## src/rtl/i2s_dac_tx_if.sv

```systemverilog
// ---------------------------------------------------------------------------
// i2s_dac_tx_if
// Sample handshake between the effect datapath and the I2S DAC serializer.
//
// Signals:
//   dac_left     - left channel word (two's complement)
//   dac_right    - right channel word (two's complement)
//   sample_valid - datapath offers a stereo pair
//   sample_ready - serializer holding register is empty
//
// Modports:
//   master - datapath side (drives samples, observes ready)
//   slave  - serializer side (consumes samples, drives ready)
// ---------------------------------------------------------------------------
interface i2s_dac_tx_if #(
    parameter int DATA_WIDTH = 16
);
    logic [DATA_WIDTH-1:0] dac_left;
    logic [DATA_WIDTH-1:0] dac_right;
    logic                  sample_valid;
    logic                  sample_ready;

    modport master (
        output dac_left,
        output dac_right,
        output sample_valid,
        input  sample_ready
    );

    modport slave (
        input  dac_left,
        input  dac_right,
        input  sample_valid,
        output sample_ready
    );
endinterface

```

## src/rtl/i2s_dac_tx.sv

```systemverilog
// ---------------------------------------------------------------------------
// i2s_dac_tx
// Serializes one stereo PCM pair per audio frame onto the codec DAC data pin
// in I2S format. The codec is clock master; AUD_BCLK and aud_lrck are
// oversampled in the CLOCK_50 domain and data leaves MSB-first with the
// standard one-bit delay after each LR clock edge.
//
// Parameters:
//   DATA_WIDTH  - bits per channel word
//   SYNC_STAGES - synchronizer depth on AUD_BCLK and aud_lrck (>= 2)
//
// Ports:
//   CLOCK_50    - system clock, sole clock of the block
//   reset_n     - asynchronous active-low reset
//   AUD_BCLK    - codec bit clock (asynchronous)
//   aud_lrck    - codec DAC LR clock, 0 = left, 1 = right (asynchronous)
//   smp         - sample handshake (dac_left, dac_right, sample_valid,
//                 sample_ready)
//   AUD_DACDAT  - serial DAC data
//   frame_start - one-cycle pulse when a left word is loaded
//   underrun    - one-cycle pulse when a frame starts with no pair held
// ---------------------------------------------------------------------------
module i2s_dac_tx #(
    parameter int DATA_WIDTH  = 16,
    parameter int SYNC_STAGES = 2
) (
    input  logic        CLOCK_50,
    input  logic        reset_n,
    input  logic        AUD_BCLK,
    input  logic        aud_lrck,
    i2s_dac_tx_if.slave smp,
    output logic        AUD_DACDAT,
    output logic        frame_start,
    output logic        underrun
);

    typedef enum logic [1:0] {
        WAIT_SYNC,
        LEFT,
        RIGHT
    } state_t;

    state_t                  state;
    state_t                  state_next;

    logic [SYNC_STAGES-1:0]  bclk_sync;
    logic [SYNC_STAGES-1:0]  lrck_sync;
    logic                    bclk_s;
    logic                    lrck_s;
    logic                    bclk_q;
    logic                    bclk_fall;
    logic                    lrck_prev;
    logic                    left_start;
    logic                    right_start;

    logic                    hold_full;
    logic [DATA_WIDTH-1:0]   hold_left;
    logic [DATA_WIDTH-1:0]   hold_right;
    logic [DATA_WIDTH-1:0]   shreg;
    logic [DATA_WIDTH-1:0]   right_buf;

    // Bring both codec clocks into the CLOCK_50 domain. bclk_q is one more
    // register on the synchronized bit clock so a falling edge can be seen
    // as "was high, now low". Everything resets to 0 so a high pin at
    // release shows up as a rising edge, never a fall.
    always_ff @(posedge CLOCK_50 or negedge reset_n) begin
        if (!reset_n) begin
            bclk_sync <= '0;
            lrck_sync <= '0;
            bclk_q    <= 1'b0;
        end else begin
            bclk_sync <= {bclk_sync[SYNC_STAGES-2:0], AUD_BCLK};
            lrck_sync <= {lrck_sync[SYNC_STAGES-2:0], aud_lrck};
            bclk_q    <= bclk_sync[SYNC_STAGES-1];
        end
    end

    assign bclk_s    = bclk_sync[SYNC_STAGES-1];
    assign lrck_s    = lrck_sync[SYNC_STAGES-1];
    assign bclk_fall = bclk_q & ~bclk_s;

    // LR clock edges are only judged at bit clock falls, against the value
    // seen at the previous fall. A right start is only honoured once we are
    // locked onto a left word, which is what makes the startup 0->1 edge
    // harmless.
    assign left_start  = bclk_fall & lrck_prev & ~lrck_s;
    assign right_start = bclk_fall & ~lrck_prev & lrck_s & (state == LEFT);

    // Remember the LR clock level at each bit clock fall.
    always_ff @(posedge CLOCK_50 or negedge reset_n) begin
        if (!reset_n) begin
            lrck_prev <= 1'b0;
        end else if (bclk_fall) begin
            lrck_prev <= lrck_s;
        end
    end

    // Holding register toward the datapath. A left start empties it; ready
    // is low whenever it is full, so a fresh pair cannot land in the same
    // cycle it is being consumed and is taken one cycle later instead.
    always_ff @(posedge CLOCK_50 or negedge reset_n) begin
        if (!reset_n) begin
            hold_full  <= 1'b0;
            hold_left  <= '0;
            hold_right <= '0;
        end else if (left_start && hold_full) begin
            hold_full <= 1'b0;
        end else if (smp.sample_valid && !hold_full) begin
            hold_full  <= 1'b1;
            hold_left  <= smp.dac_left;
            hold_right <= smp.dac_right;
        end
    end

    assign smp.sample_ready = ~hold_full;

    // Frame state register.
    always_ff @(posedge CLOCK_50 or negedge reset_n) begin
        if (!reset_n) begin
            state <= WAIT_SYNC;
        end else begin
            state <= state_next;
        end
    end

    // Next-state logic. A left start wins from any state, even in the middle
    // of a short half-frame, so the truncated word is simply abandoned.
    always_comb begin
        state_next = state;
        case (state)
            WAIT_SYNC: begin
                if (left_start) begin
                    state_next = LEFT;
                end
            end
            LEFT: begin
                if (left_start) begin
                    state_next = LEFT;
                end else if (right_start) begin
                    state_next = RIGHT;
                end
            end
            RIGHT: begin
                if (left_start) begin
                    state_next = LEFT;
                end
            end
            default: begin
                state_next = WAIT_SYNC;
            end
        endcase
    end

    // Shift register and serial output. The fall that loads a word drives 0
    // (the I2S delay slot); each later fall presents the current MSB and
    // shifts in a zero, so once the word is exhausted the rest of the
    // half-frame is 0. An underrun loads zeros for both channels so the
    // whole frame is silent.
    always_ff @(posedge CLOCK_50 or negedge reset_n) begin
        if (!reset_n) begin
            shreg       <= '0;
            right_buf   <= '0;
            AUD_DACDAT  <= 1'b0;
            frame_start <= 1'b0;
            underrun    <= 1'b0;
        end else begin
            frame_start <= left_start;
            underrun    <= left_start & ~hold_full;
            if (left_start) begin
                shreg      <= hold_full ? hold_left  : '0;
                right_buf  <= hold_full ? hold_right : '0;
                AUD_DACDAT <= 1'b0;
            end else if (right_start) begin
                shreg      <= right_buf;
                AUD_DACDAT <= 1'b0;
            end else if (bclk_fall && (state != WAIT_SYNC)) begin
                AUD_DACDAT <= shreg[DATA_WIDTH-1];
                shreg      <= {shreg[DATA_WIDTH-2:0], 1'b0};
            end
        end
    end

endmodule

```

## src/flat_wrapper.sv

```systemverilog
// flat-port wrapper written by rule: the top's interface ports become plain ports
module i2s_dac_tx_flat 
#(
    parameter int DATA_WIDTH  = 16,
    parameter int SYNC_STAGES = 2
)
  (CLOCK_50, reset_n, AUD_BCLK, aud_lrck, AUD_DACDAT, frame_start, underrun, smp_dac_left, smp_dac_right, smp_sample_valid, smp_sample_ready);
  i2s_dac_tx_if #(.DATA_WIDTH(DATA_WIDTH)) smp_i ();
  input  logic CLOCK_50;
  input  logic reset_n;
  input  logic AUD_BCLK;
  input  logic aud_lrck;
  output logic AUD_DACDAT;
  output logic frame_start;
  output logic underrun;
  input wire logic [$bits(smp_i.dac_left)-1:0] smp_dac_left;
  input wire logic [$bits(smp_i.dac_right)-1:0] smp_dac_right;
  input wire logic [$bits(smp_i.sample_valid)-1:0] smp_sample_valid;
  output wire logic [$bits(smp_i.sample_ready)-1:0] smp_sample_ready;
  assign smp_i.dac_left = smp_dac_left;
  assign smp_i.dac_right = smp_dac_right;
  assign smp_i.sample_valid = smp_sample_valid;
  assign smp_sample_ready = smp_i.sample_ready;
  i2s_dac_tx #(.DATA_WIDTH(DATA_WIDTH), .SYNC_STAGES(SYNC_STAGES)) u_core (.CLOCK_50(CLOCK_50), .reset_n(reset_n), .AUD_BCLK(AUD_BCLK), .aud_lrck(aud_lrck), .smp(smp_i), .AUD_DACDAT(AUD_DACDAT), .frame_start(frame_start), .underrun(underrun));
endmodule
```

## config.mk

```make
export PLATFORM = sky130hd
export DESIGN_NAME = i2s_dac_tx_flat
export DESIGN_NICKNAME = d
export VERILOG_FILES = /design/src/rtl/i2s_dac_tx_if.sv /design/src/rtl/i2s_dac_tx.sv /design/src/flat_wrapper.sv
export SDC_FILE = /design/constraint.sdc
export NUM_CORES = 1
export LEC_CHECK = 0
export BUFFER_PORTS_ARGS = -buffer_cell sky130_fd_sc_hd__buf_4
export CAP_MARGIN = 20
export CORE_MARGIN = 3
export CORE_UTILIZATION = 50
export CTS_BUF_LIST = sky130_fd_sc_hd__clkbuf_2
export CTS_CLUSTER_SIZE = 10
export DETAILED_ROUTE_END_ITERATION = 10
export PLACE_DENSITY_LB_ADDON = 0.05
export SETUP_SLACK_MARGIN = 0.15
export SLEW_MARGIN = 5
export SYNTH_ARGS = -nofsm -noshare
export SYNTH_HDL_FRONTEND = slang
export SYNTH_SLANG_ARGS = --single-unit
```

## constraint.sdc

```tcl
create_clock -name CLOCK_50 -period 1.48 [get_ports CLOCK_50]
set_input_delay 0.296 -clock CLOCK_50 [delete_from_list [all_inputs] [get_ports CLOCK_50]]
set_output_delay 0.296 -clock CLOCK_50 [all_outputs]
set_load 0.1 [all_outputs]
```

Word level (Yosys, flattened, before mapping)

Cells that the tools add are included.

Input bits: 37
Logic and storage cells: 54
Output and inout bits: 4
ROM bits: 0
Memories: 0
Bits in latches: 0
Bits in writable memories: 0
Flip-flop bits (word level): 76

Shifts and indexed selects: 0
Divide/modulo/power cells: 0
Add/subtract/negate cells: 0
$mul: 0
Reductions and logical operators: 11
Equality and inequality tests: 4
$lt $le $gt $ge: 0
Bitwise operators: 12
Multiplexer cells: 14

Operators by type and width:

| operator             | count |
|---|---|
| $mux W16             | 5 |
| $and A1 B1 Y1        | 7 |
| $mux W2              | 3 |
| $mux W1              | 5 |
| $not A1 Y1           | 5 |
| $pmux W2 S2          | 1 |
| $reduce_and A2 Y1    | 2 |
| $reduce_bool A2 Y1   | 2 |
| $logic_and A1 B1 Y1  | 3 |
| $ne A3 B1 Y1 const B | 1 |
| $reduce_bool A3 Y1   | 1 |
| $eq A2 B1 Y1 const B | 1 |
| $eq A2 B2 Y1 const B | 1 |
| $logic_not A2 Y1     | 1 |
| $ne A2 B1 Y1 const B | 1 |
| $reduce_or A2 Y1     | 1 |
| $logic_not A1 Y1     | 1 |

Logic depth before layout (Yosys ltp)

Gate-level depths: netlist (run 1).

Depth in word-level cells: 8
Depth in mapped cells: 6
Mapped depth without buffers: 4

Least setup slack after synthesis (run 1)

Ideal clock, no wire load.

Kind: register -> register
Start point: reg u_core.hold_full
End point: reg u_core.shreg[10]
Period minus slack after synthesis: 1627 ps
Library setup time: 137 ps
Slack: -147 ps
Stages on the path, launching flop included: 7
Data required time: 1343 ps
Path buffers: 2
Arrival: 1490 ps
Cells stage by stage: dfrtp_1 -> buf_2 -> inv_2 -> nor2_8 -> buf_8 -> a221oi_2 -> a21oi_1

Longest elaborated chain between the ends: 2

RTL lines:

| element                | RTL line          | source |
|---|---|---|
| start, declared        | i2s_dac_tx.sv:56  | `logic hold_full;` |
| start signal, assigned | i2s_dac_tx.sv:103 | `hold_full <= 1'b0;` |
| start signal, assigned | i2s_dac_tx.sv:107 | `hold_full <= 1'b0;` |
| start signal, assigned | i2s_dac_tx.sv:109 | `hold_full <= 1'b1;` |
| $mux W16               | i2s_dac_tx.sv:170 | `shreg <= hold_full ? hold_left : '0;` |
| $mux W16               | i2s_dac_tx.sv:169 | `if (left_start) begin` |
| end signal, assigned   | i2s_dac_tx.sv:170 |  |
| end signal, assigned   | i2s_dac_tx.sv:174 | `shreg <= right_buf;` |
| end signal, assigned   | i2s_dac_tx.sv:178 | `shreg <= {shreg[DATA_WIDTH-2:0], 1'b0};` |
| end, declared          | i2s_dac_tx.sv:59  | `logic [DATA_WIDTH-1:0] shreg;` |

No other way between the ends.
A chain may end at the register's enable or synchronous reset.

Worst setup path after layout (run 1)

Start point: reg u_core.lrck_sync[1]
End point: reg u_core.shreg[5]

Longest elaborated chain between the ends: 4
Elaborated cells on any way between the ends: 7
Those cells by class: 2 x mux; 4 x bitwise; 1 x reduce/logical

RTL lines:

| element                    | RTL line          | source |
|---|---|---|
| start, declared            | i2s_dac_tx.sv:47  | `logic [SYNC_STAGES-1:0] lrck_sync;` |
| start signal, assigned     | i2s_dac_tx.sv:73  | `lrck_sync <= {lrck_sync[SYNC_STAGES-2:0], aud_lrck};` |
| $and A1 B1 Y1 (2 in a row) | i2s_dac_tx.sv:87  | `assign right_start = bclk_fall & ~lrck_prev & lrck_s & (state == LEFT);` |
| $mux W16                   | i2s_dac_tx.sv:173 | `end else if (right_start) begin` |
| $mux W16                   | i2s_dac_tx.sv:169 |  |

Several ways; a longest one is shown, not always the timed one.

==> flow_summary.json, run 1 <==
{
  "synth_compound_area_frac": 0.141,
  "clockBufferDepth": 2,
  "ys_types": 32,
  "first_global_vias": 2713,
  "wl_um": 9510,
  "ys_seq_area_frac": 0.552,
  "critPathMaxFanout": 8,
  "netlist.area_leader.share": 0.552,
  "slew_headroom": 0.762,
  "clk_latency_ns": 0.51,
  "diodes": 0,
  "place_congestion": 0.799,
  "hold_slack_ns": 0.196,
  "vias_per_cell": 5.67,
  "worst_pin_slew_ns": 0.357,
  "peakVddDrop_uv": 1270,
  "core_sq_um": 6490,
  "postLayoutCoreUtil": 0.835,
  "fin_skew_ns": 0.0291,
  "fp-row-count": 29,
  "crit_chain": "buf_4 -> nand4bb_4 -> nor2_8 -> buf_12 -> a221oi_2 -> a21oi_2",
  "h-tree-depth": 3,
  "finish.instance_area_sq_um": 5420,
  "grt-ovfl-total": 0,
  "cp_top_family": "flip-flops",
  "fmax_ghz": 0.651,
  "timing.final.crit_share": 1.04,
  "ys_top_cells_by_area": "dfrtp_1 55%, mux2_2 10%, a21oi_1 4.4%",
  "synthMuxAreaShare": 0.107,
  "start_util": 0.531,
  "min_period_ns": 1.54,
  "synth_xor_area_frac": 0,
  "post-synth-top-count-cell": "dfrtp_1",
  "ant_nets": 0,
  "endpoint_kind": "flip-flop",
  "place_ws_ns": 0.0351,
  "vias": 2827,
  "root_buffer": "clkbuf_2",
  "slowest_delay_ns": 0.46,
  "track_usage": 0.235,
  "die_h_um": 89.0,
  "cts_buffers": 9,
  "synth-edff-count": 0,
  "violations": "negative setup slack",
  "synth_largest_area_cell": "dfrtp_1",
  "grt_pass1_wl_um": 14000,
  "ys_top_cells_by_count": "76 x dfrtp_1, 35 x nand2_1, 32 x mux2_2",
  "slew_viol_final": 0,
  "syn_avg_cell_area_sq_um": 11.4,
  "synth-simple-area-share": 0.156,
  "rsz0062_at_grt": "true",
  "port_buffers": 40,
  "crit_path_top_delay_cell": "dfrtp_1",
  "drv_cap": 0,
  "finalNetCount": 454,
  "dieArea_sq_um": 7920,
  "cts_tree": "yes",
  "p_leak_uw": 0.00243,
  "path_buf_inv": 2,
  "area_growth_syn_to_layout_pct": 57.3,
  "die_x_um": 89.0,
  "rrSetupSlack_ns": -0.06,
  "first_pass_iters": 4,
  "power_density_nw_per_um2": 1720,
  "drt-initial-drc-count": 157,
  "final_hold_viol_count": 0,
  "synthAdderAreaFrac": 0,
  "clkSinkCount": 76,
  "synth_async_sr_flop_share": 1.00,
  "layout-drive-gt1-share": 0.493,
  "ys_warn_count": 0,
  "setup_slack_ns": -0.0552,
  "run_status": "finished with violations",
  "ios": 41,
  "post_dp_cell_area_sq_um": 3950,
  "grt_start_max_net_pins": 38,
  "num-fill-cells": 331,
  "postSynthNetCount": 339,
  "synth_seq_cells": 76,
  "min_path_type": "in2async",
  "clk_pin_slew_ns": 0.21,
  "synthCells": 302,
  "wire_per_inst_um": 19.1,
  "required_ns": 1.92,
  "syn-cell-area_sq_um": 3450,
  "worstSetupPathType": "reg2reg",
  "drc": 0,
  "synth_top_family_by_area": "simple AND/OR/NAND/NOR gates",
  "antenna_found_initial": 0,
  "crit_arrival_ns": 1.98,
  "synth_ff_type": "dfrtp_1",
  "start_kind": "flip-flop",
  "hpwl_um": 4630,
  "setup_viol": 29
}
[cell usage in the layout (no fill, tap or decap), types with 2 or more instances in the layout]
master,synthesis,layout
nor2_1,18,15
o21ai_1,0,11
a21oi_1,30,24
nand2_4,0,3
clkinv_2,0,2
nand2_1,35,20
dfrtp_1,76,71
nand2b_4,0,4
buf_16,0,6
dfrtp_2,0,5
buf_4,6,55
buf_8,1,2
clkbuf_2,0,11
nor2_4,0,3
o21ai_2,0,5
nand4b_1,15,15
buf_6,0,14
bufinv_16,0,3
buf_12,0,12
mux2_4,0,32
nand2_2,0,12
clkbuf_16,0,4
nor2b_4,0,3
nand2b_1,19,15
a21oi_2,1,6
a221oi_2,10,15
dlygate4sd3_1,0,35
[cell families after synthesis]
kind of cell	count (synthesis)
simple gates	97
compound gates	69
mux	33
flops	76
buf+inv	27
[power breakdown]
| group | internal (uW) | total [uW] | switching, uW |
|---|---|---|---|
| logic | 2310 | 4020 | 1710 |
| registers | 3000 | 3860 | 865 |
| clock network | 738 | 1460 | 719 |
[per-layer routing]
layer	global-route usage	routed length (um)	vias to the layer above	share of wire
li1	-	-	1307	-
met1	0.307	4060	1415	0.43
met2	0.385	4860	81	0.51
met3	0.0488	367	24	0.039
met4	0.0934	218	0	0.023
met5	0	0	-	0
[final timing paths]
check                                          from                  end  cells past startpoint
worst max-delay path            u_core.lrck_sync[1]      u_core.shreg[5]                      6
max in group asynchronous                   reset_n     u_core.hold_full                      3
worst min register to register  u_core.bclk_sync[0]  u_core.bclk_sync[1]                      0
worst max register to register  u_core.lrck_sync[1]      u_core.shreg[5]                      6
min in group CLOCK_50           u_core.bclk_sync[0]  u_core.bclk_sync[1]                      0
worst min-delay path                        reset_n  u_core.hold_left[1]                      2
[through the flow]
step / setup TNS [ns] / power, uW / std cells
after floorplan: 0 / 5560 / 302
after global placement: 0 / 6190 / 414
after detailed placement: 0 / 6300 / 414
after CTS: -0.195 / 8550 / 477
after global routing: -2.11 / 9870 / 499
final: -0.659 / 9340 / 499
[state kept, by name (all words and copies together), names as in the netlist]
register            count
u_core.hold_full        1
u_core.lrck_sync        2
u_core.hold_right      16
u_core.shreg           16
u_core.bclk_sync        2
u_core.state            2
u_core.hold_left       16
u_core.frame_start      1
u_core.right_buf       16
u_core.AUD_DACDAT       1
u_core.underrun         1
u_core.bclk_q           1
u_core.lrck_prev        1
[worst register-to-register path: stages (launching register included)]
cell and delay [ns]:
dfrtp_1 0.46, buf_4 0.15, nand4bb_4 0.24, nor2_8 0.22, buf_12 0.16, a221oi_2 0.07, a21oi_2 0.17
[timing repair]
item	4_1_cts	5_1_grt
gates cloned	10	3
setup endpoints to repair	68	74
hold buffers	21	14
resized for setup	103	46
pin swaps	32	13
setup buffers	16	5
endpoints found under the hold margin	49	14
[final cells by class]
type | instances | area [sq um] | share of cell area
clock buffers | 11 | 55.1 | 0.0102
clock inverters | 5 | 100 | 0.0185
inverters | 2 | 15.0 | 0.00277
multi-input cells | 199 | 1760 | 0.324
flip-flops and latches | 76 | 1910 | 0.352
well taps | 77 | 96.3 | 0.0178
repair buffers | 129 | 1490 | 0.275
Note: power is estimated with default switching activity, not from simulation.
==> run 2, diff against run 1 <==
- ABC_AREA: unset -> 1
- BUFFER_PORTS_ARGS: -buffer_cell sky130_fd_sc_hd__buf_4 -> unset
- DONT_BUFFER_PORTS: unset -> 1
==> flow_summary.json, run 2 <==
{
  "ys_warn_count": 0,
  "fmax_ghz": 0.634,
  "drt-initial-drc-count": 138,
  "vias_per_cell": 4.92,
  "place_congestion": 0.795,
  "worstSetupStartpoint": "u_core.hold_full",
  "clk_pin_slew_ns": 0.24,
  "finish.instance_area_sq_um": 4470,
  "min_path_type": "in2async",
  "root_buffer": "clkbuf_2",
  "pwr-share-seq": 0.462,
  "ys_top_cells_by_area": "dfrtp_1 58%, nand2_1 12%, inv_1 5.9%",
  "final_common_cell": "nand2_1",
  "core_sq_um": 6130,
  "cts_buffers": 9,
  "antenna_found_initial": 0,
  "use_met3": 0.0361,
  "drv_cap": 0,
  "clkSinkCount": 76,
  "required_ns": 1.18,
  "diodes": 0,
  "vias": 2455,
  "layout-drive-gt1-share": 0.333,
  "synth_largest_area_cell": "dfrtp_1",
  "endpoint_kind": "output pin",
  "crit_arrival_ns": 1.28,
  "rsz0062_at_grt": "true",
  "p_leak_uw": 0.00229,
  "switching_share": 0.371,
  "power_frac_clock": 0.155,
  "slew_headroom": 0.842,
  "grt-ovfl-total": 0,
  "synth-edff-count": 0,
  "slew_viol_final": 0,
  "grt_start_max_net_pins": 77,
  "finalNetCount": 456,
  "ant_nets": 0,
  "synthCells": 353,
  "netlist.area_leader.share": 0.584,
  "cts_tree": "yes",
  "die_x_um": 86.7,
  "drc": 0,
  "clk_latency_ns": 0.52,
  "first_global_vias": 2544,
  "dieArea_sq_um": 7520,
  "wire_per_inst_um": 14.8,
  "syn_avg_cell_area_sq_um": 9.23,
  "first_pass_iters": 4,
  "peakVddDrop_uv": 1160,
  "use_met2": 0.347,
  "power_density_nw_per_um2": 1640,
  "timing.final.crit_share": 1.07,
  "syn-cell-area_sq_um": 3260,
  "postSynthNetCount": 390,
  "die_h_um": 86.7,
  "internal_power_uw": 4630,
  "worstSetupPathType": "reg2out",
  "grt_busiest_layer": "met2",
  "violations": "negative hold slack, negative setup slack",
  "start_kind": "flip-flop",
  "setup_slack_ns": -0.0976,
  "postLayoutCoreUtil": 0.729,
  "wl_um": 7390,
  "r2r-start": "u_core.hold_full",
  "final_hold_viol_count": 76,
  "grt_use_met1": 0.287,
  "ys_top_cells_by_count": "100 x nand2_1, 76 x dfrtp_1, 51 x inv_1",
  "ios": 41,
  "setup_viol": 14,
  "min_period_ns": 1.58,
  "combPwrFrac": 0.384,
  "hold_slack_ns": -0.582,
  "synth_async_sr_flop_share": 1.00,
  "area_growth_syn_to_layout_pct": 37.3,
  "hpwl_um": 4190,
  "fp-row-count": 28,
  "h-tree-depth": 3,
  "final_cell_mix": "77 x nand2_1, 76 x dfrtp_1, 39 x inv_1",
  "worst_pin_slew_ns": 0.236,
  "track_usage": 0.216,
  "ys_seq_area_frac": 0.584,
  "synth_seq_cells": 76,
  "run_status": "finished with violations",
  "fin_skew_ns": 0.0332,
  "postCtsHoldBufs": 34,
  "port_buffers": 0,
  "p_switching_uw": 2720,
  "critPathMaxFanout": 2,
  "synth_ff_type": "dfrtp_1",
  "ys_types": 23,
  "grt_pass1_wl_um": 12300,
  "start_util": 0.531,
  "post_dp_cell_area_sq_um": 3400,
  "clockBufferDepth": 2,
  "post-synth-top-count-cell": "nand2_1"
}
==> run 2: what timing repair did <==
item | CTS | global route
resized for setup | 34 | 69
cloned | 4 | 1
endpoints found under the setup margin | 66 | 72
buffers inserted | 10 | 5
endpoints found under the hold margin | 110 | 76
pin swaps | 3 | 16
==> run 2: cell type report <==
type	count	area, sq um
multi-input cells	211	1320
inverters	53	225
clock inverters	7	67.6
flip-flops and latches	76	1900
fillers	467	1660
well taps	75	93.8
clock buffers	9	45.0
repair buffers	68	816
==> run 2: critical path, stage by stage (launching register included) <==
cell,delay [ns]
dfrtp_1,0.45
clkinvlp_4,0.13
buf_12,0.18
==> run 2: per-stage QoR <==
stage | power (uW) | hold WS [ns] | TNS, ns | std cells | setup WS (ns)
floorplan | 4960 | 0.000409 | -9.74 | 353 | -0.261
CTS | 7010 | -0.609 | -0.602 | 493 | -0.126
detailed placement | 5450 | 0.00237 | 0 | 429 | 0.0498
global placement | 5390 | 0.00247 | 0 | 429 | 0.112
finish | 7350 | -0.582 | -0.610 | 499 | -0.0976
global route | 7880 | -0.652 | -2.38 | 499 | -0.189
==> run 2: kinds of logic (layout without fill, tap and decap cells) <==
logic type / count (synthesis) / count (layout) / share of synthesized area
compound gates: 50 / 50 / 0.0891
buf+inv: 67 / 137 / 0.0887
simple gates: 143 / 144 / 0.180
mux: 17 / 17 / 0.0588
flops: 76 / 76 / 0.584
==> run 2: worst paths after layout <==
path | slack [ns] | to | cells after the start
worst min-delay path | -0.58 | u_core.lrck_sync[0] | 0
max in group asynchronous | 1.91 | u_core.hold_left[4] | 0
worst max register to register | -0.09 | u_core.hold_right[13] | 5
worst max-delay path | -0.1 | smp_sample_ready | 2
min in group CLOCK_50 | 0.14 | u_core.hold_left[13] | 3
worst min register to register | 0.43 | u_core.lrck_sync[1] | 0
==> run 2: layer usage <==
metal  part of all wire  up-vias
met4              0.016        0
li1                   -     1222
met1               0.44     1192
met5                  0        -
met3              0.021       12
met2               0.52       29
==> run 2: power by group through the flow <==
| stage | registers [uW] | clock network [uW] | logic (uW) |
|---|---|---|---|
| finish | 3390 | 1140 | 2820 |
| global route | 3500 | 1250 | 3130 |
| CTS | 3320 | 1150 | 2530 |
| detailed placement | 3360 | 0 | 2090 |
| global placement | 3350 | 0 | 2040 |
| floorplan | 3370 | 0 | 1600 |
